===== src/rtl/song_sequencer.sv =====
// Note-ROM song sequencer: fetches 32-bit note words, times each note in beats,
// inserts an optional silent gap, and drives a tone generator.
module song_sequencer #(
    parameter int ADDR_WIDTH  = 6,
    parameter int BEAT_CYCLES = 12_500_000,
    parameter int GAP_CYCLES  = 1_250_000
) (
    input  logic                  clk,
    input  logic                  rst,
    input  logic                  play,
    input  logic                  stop,
    input  logic                  loop_enable,
    output logic [ADDR_WIDTH-1:0] rom_addr,
    input  logic [31:0]           rom_data,
    output logic [23:0]           tone_switch_period,
    output logic                  output_enable,
    output logic                  volume,
    output logic                  busy,
    output logic                  done
);

    localparam int BEAT_W = (BEAT_CYCLES > 1) ? $clog2(BEAT_CYCLES) : 1;
    localparam int GAP_W  = (GAP_CYCLES > 1) ? $clog2(GAP_CYCLES) : 1;
    localparam int GAP_LAST_INT = (GAP_CYCLES > 0) ? GAP_CYCLES - 1 : 0;

    localparam logic [BEAT_W-1:0]     BEAT_LAST = BEAT_W'(BEAT_CYCLES - 1);
    localparam logic [GAP_W-1:0]      GAP_LAST  = GAP_W'(GAP_LAST_INT);
    localparam logic [ADDR_WIDTH-1:0] ADDR_LAST = '1;

    typedef enum logic [2:0] {
        IDLE,
        FETCH,
        LOAD,
        PLAY,
        GAP
    } state_t;

    state_t state, state_next;

    logic [ADDR_WIDTH-1:0] addr_next;
    logic [23:0]           period_next;
    logic                  oe_next;
    logic                  vol_next;
    logic                  done_next;
    logic [BEAT_W-1:0]     cycle_cnt, cycle_next;
    logic [5:0]            beat_cnt, beat_next;
    logic [GAP_W-1:0]      gap_cnt, gap_next;
    logic                  note_done;
    logic                  song_end;

    // Note word fields
    logic [23:0] word_period;
    logic [5:0]  word_duration;
    logic        word_volume;
    logic        word_rest;

    assign word_period   = rom_data[23:0];
    assign word_duration = rom_data[29:24];
    assign word_volume   = rom_data[30];
    assign word_rest     = rom_data[31];

    always_ff @(posedge clk or posedge rst) begin
        if (rst) begin
            state <= IDLE;
        end else begin
            // NOTE: registers are updated with <= so every flop samples the
            // pre-edge values computed by the combinational block.
            state <= state_next;
        end
    end

    always_comb begin
        // NOTE: every signal assigned here gets a hold/default value first,
        // otherwise paths that skip an assignment would infer a latch.
        state_next  = state;
        addr_next   = rom_addr;
        period_next = tone_switch_period;
        oe_next     = output_enable;
        vol_next    = volume;
        done_next   = 1'b0;
        cycle_next  = cycle_cnt;
        beat_next   = beat_cnt;
        gap_next    = gap_cnt;
        note_done   = 1'b0;
        song_end    = 1'b0;

        unique case (state)
            IDLE: begin
                if (play && !stop) begin
                    state_next = FETCH;
                    addr_next  = '0;
                end
            end

            FETCH: begin
                state_next = LOAD;
            end

            LOAD: begin
                if (word_duration == 6'd0) begin
                    song_end = 1'b1;
                end else begin
                    state_next  = PLAY;
                    period_next = word_period;
                    vol_next    = word_volume;
                    oe_next     = ~word_rest;
                    beat_next   = word_duration - 6'd1;
                    cycle_next  = '0;
                end
            end

            PLAY: begin
                if (cycle_cnt == BEAT_LAST) begin
                    cycle_next = '0;
                    if (beat_cnt == 6'd0) begin
                        oe_next = 1'b0;
                        if (GAP_CYCLES > 0) begin
                            state_next = GAP;
                            gap_next   = '0;
                        end else begin
                            note_done = 1'b1;
                        end
                    end else begin
                        beat_next = beat_cnt - 6'd1;
                    end
                end else begin
                    cycle_next = cycle_cnt + 1'b1;
                end
            end

            GAP: begin
                if (gap_cnt == GAP_LAST) begin
                    gap_next  = '0;
                    note_done = 1'b1;
                end else begin
                    gap_next = gap_cnt + 1'b1;
                end
            end

            default: begin
                state_next = IDLE;
            end
        endcase

        if (note_done) begin
            if (rom_addr == ADDR_LAST) begin
                song_end = 1'b1;
            end else begin
                addr_next  = rom_addr + 1'b1;
                state_next = FETCH;
            end
        end

        // Looping from an empty song at address 0 would spin forever, so
        // a terminator at address 0 always ends the song.
        if (song_end) begin
            if (loop_enable && (rom_addr != '0)) begin
                addr_next  = '0;
                state_next = FETCH;
            end else begin
                state_next  = IDLE;
                done_next   = 1'b1;
                addr_next   = '0;
                period_next = '0;
                vol_next    = 1'b0;
                oe_next     = 1'b0;
            end
        end

        if (stop && (state != IDLE)) begin
            state_next  = IDLE;
            done_next   = 1'b0;
            addr_next   = '0;
            period_next = '0;
            vol_next    = 1'b0;
            oe_next     = 1'b0;
            cycle_next  = '0;
            beat_next   = '0;
            gap_next    = '0;
        end
    end

    always_ff @(posedge clk or posedge rst) begin
        if (rst) begin
            rom_addr           <= '0;
            tone_switch_period <= '0;
            output_enable      <= 1'b0;
            volume             <= 1'b0;
            busy               <= 1'b0;
            done               <= 1'b0;
            cycle_cnt          <= '0;
            beat_cnt           <= '0;
            gap_cnt            <= '0;
        end else begin
            rom_addr           <= addr_next;
            tone_switch_period <= period_next;
            output_enable      <= oe_next;
            volume             <= vol_next;
            busy               <= (state_next != IDLE);
            done               <= done_next;
            cycle_cnt          <= cycle_next;
            beat_cnt           <= beat_next;
            gap_cnt            <= gap_next;
        end
    end

endmodule

===== config.mk =====
export PLATFORM = sky130hd
export DESIGN_NAME = song_sequencer
export DESIGN_NICKNAME = d
export VERILOG_FILES = /design/src/rtl/song_sequencer.sv
export SDC_FILE = /design/constraint.sdc
export NUM_CORES = 1
export LEC_CHECK = 0
export ABC_CLOCK_PERIOD_IN_PS = 3400
export CAP_MARGIN = 25
export CORE_MARGIN = 1
export CORE_UTILIZATION = 45
export CTS_BUF_LIST = sky130_fd_sc_hd__clkbuf_8
export DETAILED_ROUTE_END_ITERATION = 8
export GPL_TIMING_DRIVEN = 1
export PLACE_DENSITY = 0.73
export SLEW_MARGIN = 10
export SYNTH_ARGS = -nofsm -noshare
export SYNTH_HDL_FRONTEND = slang
export SYNTH_SLANG_ARGS = --single-unit

===== constraint.sdc =====
create_clock -name clk -period 3.4 [get_ports clk]
set_input_delay 1.02 -clock clk [delete_from_list [all_inputs] [get_ports clk]]
set_output_delay 1.02 -clock clk [all_outputs]
set_load 0.02 [all_outputs]

# [Word level (Yosys, flattened, before mapping)]
# Index checks and enable logic that the tools add are counted.
[totals] register_bits=88 word_cells=98
[classes] n_addsub=5 n_eq_ne=11 muxes=56 bitwise_logic=1 reduce_logical=15
[ops] cell="two-way mux 24 bit" n=8
[ops] cell="two-way mux 21 bit" n=4
[ops] cell="two-way mux 6 bit" n=10
[ops] cell="one-hot mux 24 bit (2 select lines)" n=1
[ops] cell="one-hot mux 21 bit (2 select lines)" n=1
[ops] cell="adder 24 x 1 -> 24 bit (second input constant)" n=1
[ops] cell="== test 24 bit (second input constant)" n=1
[ops] cell="two-way mux 3 bit" n=8
[ops] cell="adder 21 x 1 -> 21 bit (second input constant)" n=1
[ops] cell="== test 21 bit (second input constant)" n=1
[ops] cell="two-way mux 1 bit" n=21
[ops] cell="one-hot mux 3 bit (5 select lines)" n=1
[ops] cell="logical NOT 6 bit" n=2
[ops] cell="inequality test 3 bit (second input constant)" n=4
[ops] cell="one-hot mux 6 bit (2 select lines)" n=1
[ops] cell="nonzero test 3 bit" n=4
[ops] cell="subtractor 6 x 1 -> 6 bit (second input constant)" n=2
[ops] cell="adder 6 x 1 -> 6 bit (second input constant)" n=1
[ops] cell="== test 3 x 2 -> 1 bit (second input constant)" n=2
[ops] cell="== test 6 bit (second input constant)" n=1
[ops] cell="nonzero test 6 bit" n=1
[ops] cell="AND reduction 4 bit" n=1
[ops] cell="== test 3 x 1 -> 1 bit (second input constant)" n=1
[ops] cell="== test 3 bit (second input constant)" n=1
[ops] cell="7 further kinds" n=9

# [Logic depth before layout (Yosys ltp)]
# Gate-level depths: netlist of the first run.
[depth] depth_word=9 depth_mapped=10 ltp_nobuf=8

# [Least setup slack after synthesis of the first run]
# Ideal clock, no wire load.
[synth_timing] path_type="in2reg" start="input rom_data[25]" end="register cycle_cnt[10]" setup_time_ns=0.078 arrival_ns=2.475 t_required_ns=3.322 setup_slack_ns=0.846 stages=7 path_buffers=2 path_cell_list="nor4_2 > nand3_1 > clkbuf_1 > nand2_1 > nor2_1 > clkbuf_1 > a21oi_1"
[synth_between] elab_chain_cells=3
[synth_lines] item="start: declaration" line_no="14" text="input logic [31:0] rom_data,"
[synth_lines] item="logical NOT 6 bit" line_no="100" text="if (word_duration == 6'd0) begin"
[synth_lines] item="inequality test 3 bit (no line)"
[synth_lines] item="AND reduction 2 bit (no line)"
[synth_lines] item="end signal: assignment" line_no="201" text="cycle_cnt <= cycle_next;"
[synth_lines] item="end: declaration" line_no="45" text="logic [BEAT_W-1:0] cycle_cnt, cycle_next;"
# No other way between the ends.
# A chain may end at the register's enable or synchronous reset.

# [Worst setup path after layout of the first run]
[layout_timing] start="input rom_data[24]" end="register tone_switch_period[3]"
[layout_between] elab_chain_cells=7 elab_cells_between_ends=10 classes_between="9 x mux; 1 x reduce/logical"
[layout_lines] item="logical NOT 6 bit (*)" line_no="100"
[layout_lines] item="two-way mux 1 bit" line_no="100"
[layout_lines] item="two-way mux 1 bit" line_no="87" text="unique case (state)"
[layout_lines] item="two-way mux 1 bit" line_no="146" text="if (rom_addr == ADDR_LAST) begin"
[layout_lines] item="two-way mux 1 bit" line_no="145" text="if (note_done) begin"
[layout_lines] item="two-way mux 24 bit (*)" line_no="156" text="if (song_end) begin"
[layout_lines] item="two-way mux 24 bit (*)" line_no="170" text="if (stop && (state != IDLE)) begin"
[layout_lines] item="net period_next[3]" line_no="41" text="logic [23:0] period_next;"
[layout_lines] item="end signal: assignment" line_no="196" text="tone_switch_period <= period_next;"
[layout_lines] item="end: declaration" line_no="15" text="output logic [23:0] tone_switch_period,"
# Mark *: on every way through the listed nets, which the timed path passes. The rest lies on a longest branch.

==> flow_summary.toml, run 1 <==
[clock_tree]
hold_buffers = 0
numClockSinks = 88
tritoncts = "done"
clk_path_buf_depth = 2
cts_max_level = 3
clk_pin_slew_ns = 0.09
insertion_delay_ns = 0.35
root_buffer = "clkbuf_8"
ctsResizeCount = 0
postCtsSetupBuffers = 0
cts_made_buffers = 9

[layout]
antenna_cells = 0
drive_gt1_share_pct = 6.91
n_fill_cell = 969
nets = 659
final_cells = 758
synthToLayoutAreaGrowth_pct = 23.0

[synth]
synth_warnings = 0
synth_fp_nets = 589
synth.avg_cell_area_um2 = 8.98
post-synth-top-area-cell = "dfrtp_1"
synth_area_mm2 = 0.00491
netlist_instances = 547
netlist.area_leader.share_pct = 44.8
synth-edff-count = 0
synth_cell_type_count = 62
ys_async_sr_fraction_pct = 100
ys.flop_type = "dfrtp_1"
ys_seq_elements = 88
synthTopCellsByArea = "dfrtp_1, nand2_1, a21oi_1, nand3_1, nor2_1"
yosysSeqAreaShare_pct = 44.8

[timing]
skew_ns = 0.00790
slew_viol_final = 0
timing.final.ws_setup_ns = 0.590
tns_ns = 0
hold_viol_final = 0
fin_crit_sh_pct = 82.7
rsz0062_at_grt = "no"
fin_crit_ns = 2.81
maxSlewHeadroom_pct = 38.0
fmax_mhz = 356
worst_hold_slack_ns = 0.514
worstMarginPinSlew_ns = 0.922
setup_viol = 0

[worst_hold_path]
min_to = "beat_cnt[3]"
hold_class = "reg2reg"
hold_depth = 1
hp-start = "beat_cnt[3]"

[setup_path]
rrSetupSlack_ns = 0.75
reg2reg_depth = 8
worstSetupPathType = "in2reg"
crit_arrival_ns = 3.04
r2r-end = "busy"
r2r-start = "rom_addr[0]"
crit_family = "simple AND/OR/NAND/NOR gates"
cpMaxStageDelayCell = "clkdlybuf4s50_1"
crit_fanout = 25
startpoint = "rom_data[24]"
required_ns = 3.63
cpPeakStageDelay_ns = 0.52
critPathBufInv = 2
end_kind = "register"
cp_common_cell = "nand2_1"
crit_path_start_kind = "primary input"
path_cells = "clkdlybuf4s50_1 > nor4_2 > buf_4 > nand2_1 > and2_1 > nand2_1 > a21oi_1"

[floorplan]
fp.dieW_um = 106
io_pins = 71
core_area_mm2 = 0.0105
die-area_mm2 = 0.0113
rows = 37
start_util_pct = 47.0
die_h_um = 106

[detailed_routing]
route.detailed.drc = 0
drt-total-wl_um = 12400
avgRoutedWirePerCell_um = 16.3
via_per_inst = 5.92
route.vias.total = 4487
drtAntennaViolNets = 0
drtIter0Drc = 322
dr.pass1.iters = 4

[power]
finalPower_mw = 3.36
p_leak_nw = 2.53
powerDensity_mw_per_mm2 = 556
ir_drop_mv = 0.329

[placed_design]
dp_hpwl_um = 8810
place_ws_ns = 0.257
finalWeightedCongestion = 0.885
place_inst = 742
io_buffer_count = 70

[global_route]
antenna_found_initial = 0
grt_max_degree = 89
grt_pass1_vias = 4353
grt_pass1_wl_um = 20700
grtUsageTotal_pct = 22.8
grt_overflow = 0

[run_status]
status = "finished clean"

[job]
max-cap-violations = 0
report_power, final:
group | switching [mW] | internal, mW
clock | 0.368 | 0.529
combinational | 0.625 | 0.488
sequential | 0.127 | 1.22
total | 1.12 | 2.24
synth_stat cells (2+ instances only):
library cell,count
clkbuf_1,16
nor2b_1,2
a31oi_1,4
nor4_1,9
a211o_1,7
xor2_1,10
a211oi_1,2
a22o_1,8
nand4_1,16
a2bb2oi_1,4
o21a_1,3
or4_1,8
or2_2,2
o211ai_1,8
a21o_1,2
xnor2_1,7
and4_1,2
or3_1,11
a22oi_1,2
buf_2,3
buf_4,3
nand3_1,31
nor4_4,2
inv_1,11
nand4b_1,3
nor3_1,19
and2_1,6
a21oi_1,45
nand3b_1,3
and3b_1,2
a32o_1,5
nand2_1,82
mux2_2,3
and3_1,13
nand2b_1,9
dfrtp_1,88
ha_1,5
mux2i_1,8
o21ai_0,16
o31ai_1,8
nor2_1,38
flip-flops by register name, indices dropped and copies added, names as in the netlist:
| name | flops |
|---|---|
| cycle_cnt | 24 |
| tone_switch_period | 24 |
| gap_cnt | 21 |
| beat_cnt | 6 |
| rom_addr | 6 |
| state | 3 |
| busy | 1 |
| done | 1 |
| output_enable | 1 |
| volume | 1 |
worst reg2reg max path: cells and delay by family, from the launching register on:
family	cells	cell delay, ns
AOI/OAI and AO/OA	4	0.95
and+or+nand+nor	1	0.58
DFF	1	0.43
buffers and inverters	2	0.41
adders and majority gates	1	0.16
layer usage:
layer / up-vias / track usage, % / share of wire [%]
met3: 19 / 4.23 / 3.9
li1: 2158 / - / -
met5: - / 0 / 0
met2: 97 / 38.2 / 50
met4: 0 / 7.63 / 1.5
met1: 2213 / 29.8 / 45
cell usage in the layout, fill, tap and decap left out, types with 10 or more instances in the layout:
| cell type | netlist | layout |
|---|---|---|
| nor3_1 | 19 | 19 |
| and3_1 | 13 | 13 |
| nand3_1 | 31 | 31 |
| nand2_1 | 82 | 82 |
| inv_1 | 11 | 11 |
| xor2_1 | 10 | 10 |
| a21oi_1 | 45 | 45 |
| dfrtp_1 | 88 | 88 |
| o21ai_0 | 16 | 16 |
| buf_4 | 3 | 11 |
| clkdlybuf4s50_1 | 0 | 70 |
| clkbuf_8 | 0 | 11 |
| nand4_1 | 16 | 16 |
| nor2_1 | 38 | 38 |
| or3_1 | 11 | 11 |
logic make-up (layout without fill, tap and decap cells):
group | count (synthesis) | count (layout) | share of synthesized area, %
AND/OR/NAND/NOR | 267 | 267 | 28.6
AO/OA/AOI/OAI | 125 | 125 | 17.0
flip-flops | 88 | 88 | 44.8
buffers and inverters | 34 | 109 | 2.90
XOR/XNOR | 17 | 17 | 3.03
multiplexers | 11 | 11 | 2.32
adder cells (fa/ha/maj) | 5 | 5 | 1.27
how the worst max path moves through the flow:
stage                                        end  slack [ns]  cells after the start
after floorplan                      beat_cnt[0]        0.10                      1
after global placement    tone_switch_period[20]        0.35                      7
after detailed placement   tone_switch_period[3]        0.26                      7
after CTS                  tone_switch_period[3]        0.63                      7
after global routing       tone_switch_period[3]        0.44                      7
final                      tone_switch_period[3]        0.59                      7
cell type report:
| class | instances | area [um2] | area share, % |
|---|---|---|---|
| Tap cell | 136 | 170 | 2.81 |
| Timing Repair Buffer | 82 | 803 | 13.3 |
| Inverter | 11 | 42.5 | 0.704 |
| Clock buffer | 11 | 151 | 2.50 |
| Multi-Input combinational cell | 425 | 2570 | 42.6 |
| Sequential cell | 88 | 2200 | 36.4 |
| Clock inverter | 5 | 103 | 1.70 |
per-stage QoR:
| step | cell area, um2 | utilization (%) |
|---|---|---|
| final | 6050 | 57.8 |
| after global routing | 6050 | 57.8 |
| after CTS | 6050 | 57.8 |
| after detailed placement | 5790 | 55.4 |
| after global placement | 5790 | 55.4 |
| after floorplan | 4910 | - |
No activity file was read; power rests on OpenSTA's default activity.
==> inputs of run 2 (changes only) <==
ABC_CLOCK_PERIOD_IN_PS = 2500   (was 3400)
clock period = 2.5 ns   (was 3.4 ns; I/O delays follow)
==> flow_summary.toml, run 2 (synthesized netlist as in run 1, its figures left out) <==
[setup_path]
critPathBufInv = 1
path_depth = 7
required_ns = 2.79
crit_family = "simple AND/OR/NAND/NOR gates"
cpPeakStageDelay_ns = 0.47
crit_fanout = 6
crit_arrival_ns = 2.68
crit_path_start_kind = "register"
reg2reg_depth = 7
worstSetupPathType = "reg2reg"
path_cells = "ha_4 > or4bb_4 > nor4_4 > buf_4 > nand4_2 > or4_1 > a211oi_2"
end_kind = "register"
cpMaxStageDelayCell = "or4bb_4"

[floorplan]
die-area_mm2 = 0.0113
core_area_mm2 = 0.0105
io_pins = 71
fp.dieW_um = 106
rows = 37
die_h_um = 106
start_util_pct = 47.0

[global_route]
grt_use_met1_pct = 31.4
use_met2_pct = 40.4
grt_pass1_wl_um = 21800
grt_pass1_vias = 4536
grtUsageTotal_pct = 24.1
busiest_layer = "met2"
antenna_found_initial = 0
grt_use_met3_pct = 2.88
grt_max_degree = 50
grt_overflow = 0

[layout]
top_regs = "cycle_cnt x24, tone_switch_period x24, gap_cnt x21"
n_fill_cell = 914
final_common_cell = "dfrtp_1"
synthToLayoutAreaGrowth_pct = 31.5
nets = 702
final_cells = 801
drive_gt1_share_pct = 13.5
final_cell_mix = "dfrtp_1, nand2_1, clkdlybuf4s50_1, buf_4, a21oi_1"
post-route-util_pct = 61.8
antenna_cells = 0

[timing]
tns_ns = 0
skew_ns = 0.0138
fin_crit_ns = 2.39
worstMarginPinSlew_ns = 0.715
fmax_mhz = 419
setup_viol = 0
worst_hold_slack_ns = 0.518
rsz0062_at_grt = "no"
maxSlewHeadroom_pct = 51.9
fin_crit_sh_pct = 95.5
hold_viol_final = 0
slew_viol_final = 0

[placed_design]
place_inst = 781
io_buffer_count = 70
finalWeightedCongestion = 0.864
dp_hpwl_um = 9410

[clock_tree]
numClockSinks = 88
cts_max_level = 3
hold_buffers = 0
cts_made_buffers = 9
tritoncts = "done"
insertion_delay_ns = 0.38
clk_pin_slew_ns = 0.09
clk_path_buf_depth = 2
root_buffer = "clkbuf_8"

[worst_hold_path]
hold_class = "reg2reg"
hold_depth = 1

[detailed_routing]
dr.pass1.iters = 5
route.detailed.drc = 0
route.vias.total = 4695
avgRoutedWirePerCell_um = 16.2
drtAntennaViolNets = 0
drt-total-wl_um = 12900
via_per_inst = 5.86
drtIter0Drc = 281

[power]
p_leak_nw = 2.75
ir_drop_mv = 0.524
powerDensity_mw_per_mm2 = 730

[job]
max-cap-violations = 0

[run_status]
status = "finished clean"
==> run 2: changes by cell type in the layout (fill, tap and decap cells not counted), moves of 2 or more <==
cell / change
buf_4: +37
buf_12: +6
clkbuf_8: -2
clkinv_4: +2
==> run 2: layout make-up <==
class	instances	area, um2	share of cell area, %
clock inverters	7	128	1.98
clock buffers	9	124	1.92
repair buffers	125	1200	18.6
multi-input cells	425	2590	40.1
flip-flops and latches	88	2200	34.1
well taps	136	170	2.63
inverters	11	45.0	0.697
==> run 2: layer usage <==
metal / part of all wire (%) / up-vias
li1: - / 2247
met1: 45 / 2298
met2: 49 / 132
met3: 4.5 / 18
met4: 1.7 / 0
met5: 0 / -
==> run 2: worst register-to-register path, delay by kind of cell, from the launching register on <==
kind            cells  cell delay (ns)
simple gates        4             1.29
flops               1             0.44
compound gates      1             0.22
buf+inv             1             0.18
fa+ha+maj           1             0.17
==> run 2: worst paths after layout <==
kind | end | startpoint | slack (ns)
min in group asynchronous | gap_cnt[12] | rst | 0.71
min reg2reg | beat_cnt[3] | beat_cnt[3] | 0.52
min | beat_cnt[3] | beat_cnt[3] | 0.52
max | rom_addr[3] | gap_cnt[0] | 0.11
max in group asynchronous | beat_cnt[4] | rst | 1.20
max reg2reg | rom_addr[3] | gap_cnt[0] | 0.11
==> run 2: power by group <==
part           internal, mW  switching [mW]  leakage, nW  total (mW)
logic                 0.788           0.871         1.42        1.66
clock network         0.677           0.551        0.126        1.23
registers              1.66           0.170         1.20        1.83
total                  3.13            1.59         2.75        4.72
==> run 2: per-stage QoR <==
stage / total power, mW / cell area (um2) / setup WS, ns
after floorplan: 2.73 / 4920 / 0.156
after global placement: 3.46 / 6160 / -0.107
after detailed placement: 3.52 / 6160 / -0.163
after CTS: 4.75 / 6410 / 0.0658
after global routing: 4.97 / 6460 / 0.00230
final: 4.72 / 6460 / 0.113
==> run 2: what timing repair did <==
action / CTS / global route
resized for setup: 0 / 4
buffers inserted: 0 / 4
setup endpoints to repair: 0 / 11
==> inputs of run 3 (changes only) <==
ABC_CLOCK_PERIOD_IN_PS = 2800   (was 2500)
GPL_ROUTABILITY_DRIVEN = 0   (was unset)
PLACE_DENSITY = 0.7   (was 0.73)
clock period = 2.8 ns   (was 2.5 ns; I/O delays follow)
==> flow_summary.toml, run 3 (synthesized netlist as in run 1, its figures left out) <==
[run_status]
status = "finished clean"

[global_route]
grt_pass1_wl_um = 21600
grt_max_degree = 39
grt_pass1_vias = 4441
grtUsageTotal_pct = 24.0
grt_overflow = 0
antenna_found_initial = 0

[detailed_routing]
avgRoutedWirePerCell_um = 16.2
drtAntennaViolNets = 0
route.detailed.drc = 0
dr.pass1.iters = 5
drt-total-wl_um = 12600
via_per_inst = 5.87
route.vias.total = 4546
drtIter0Drc = 265

[floorplan]
die-area_mm2 = 0.0113
start_util_pct = 47.0
fp.dieW_um = 106
die_h_um = 106
rows = 37
io_pins = 71
core_area_mm2 = 0.0105

[setup_path]
worstSetupPathType = "reg2reg"
end_kind = "register"
required_ns = 3.08
crit_arrival_ns = 2.76
crit_path_start_kind = "register"
crit_fanout = 6

[clock_tree]
postCtsSetupBuffers = 0
clk_path_buf_depth = 2
cts_made_buffers = 9
hold_buffers = 0
tritoncts = "done"
ctsResizeCount = 0
cts_max_level = 3
insertion_delay_ns = 0.36
numClockSinks = 88
clk_pin_slew_ns = 0.08
root_buffer = "clkbuf_8"

[placed_design]
place_inst = 761
io_buffer_count = 70
place_ws_ns = 0.0397
dp_hpwl_um = 9150

[timing]
hold_viol_final = 0
tns_ns = 0
setup_viol = 0
slew_viol_final = 0
fmax_mhz = 404
maxSlewHeadroom_pct = 40.7
worstMarginPinSlew_ns = 0.890
worst_hold_slack_ns = 0.523
fin_crit_ns = 2.48
skew_ns = 0.00770
rsz0062_at_grt = "no"
fin_crit_sh_pct = 88.4
timing.final.ws_setup_ns = 0.324

[layout]
synthToLayoutAreaGrowth_pct = 25.9
final_cell_mix = "dfrtp_1, nand2_1, clkdlybuf4s50_1, a21oi_1, nor2_1"
drive_gt1_share_pct = 9.39
multi_input_area_mm2 = 0.00257
nets = 678
final_common_cell = "dfrtp_1"
ff_latch_area_mm2 = 0.00220
top_regs = "cycle_cnt x24, tone_switch_period x24, gap_cnt x21"
final_cells = 775
n_fill_cell = 920
antenna_cells = 0

[worst_hold_path]
hold_class = "reg2reg"

[power]
p_leak_nw = 2.61
powerDensity_mw_per_mm2 = 656
finalPower_mw = 4.06
ir_drop_mv = 0.514

[job]
max-cap-violations = 0
run 3: final timing paths:
| kind | cells past startpoint | endpoint | startpoint | slack (ns) |
|---|---|---|---|---|
| hold reg to reg | 1 | beat_cnt[3] | beat_cnt[3] | 0.52 |
| setup / recovery | 5 | rom_addr[3] | gap_cnt[4] | 0.32 |
| hold / removal | 1 | beat_cnt[3] | beat_cnt[3] | 0.52 |
| max in group asynchronous | 3 | cycle_cnt[3] | rst | 1.42 |
| min in group asynchronous | 2 | rom_addr[1] | rst | 0.83 |
| setup reg to reg | 5 | rom_addr[3] | gap_cnt[4] | 0.32 |
run 3: worst max-delay path: stages, from the launching register on:
cell and delay [ns]:
dfrtp_1 0.45, or4b_4 0.57, nor4_4 0.45, nand4_2 0.24, or4_1 0.46, a211oi_2 0.23
run 3: power breakdown:
group | internal (mW) | switching, mW | leakage, nW | total, mW
clock | 0.579 | 0.438 | 0.116 | 1.02
combinational | 0.627 | 0.773 | 1.29 | 1.40
sequential | 1.48 | 0.158 | 1.20 | 1.64
total | 2.69 | 1.37 | 2.61 | 4.06
run 3: area by class of cell:
| cell class | count | share of cell area [%] |
|---|---|---|
| clock buffer | 9 | 2.00 |
| clock inverter | 5 | 1.60 |
| inverter | 11 | 0.728 |
| multi-input combinational | 425 | 41.6 |
| sequential | 88 | 35.6 |
| tap | 136 | 2.75 |
| timing repair buffer | 101 | 15.7 |
run 3: per-stage QoR:
| stage | area, um2 | utilization [%] |
|---|---|---|
| floorplan | 4920 | - |
| CTS | 6180 | 59.1 |
| global placement | 5960 | 57.0 |
| global route | 6180 | 59.1 |
| detailed placement | 5960 | 57.0 |
| finish | 6180 | 59.1 |
run 3: routing by layer:
| layer | up-vias | global-route usage [%] | wire, um |
|---|---|---|---|
| li1 | 2186 | - | - |
| met1 | 2224 | 33.7 | 5810 |
| met2 | 124 | 37.7 | 5990 |
| met3 | 12 | 4.60 | 626 |
| met4 | 0 | 6.75 | 156 |
| met5 | - | 0 | 0 |
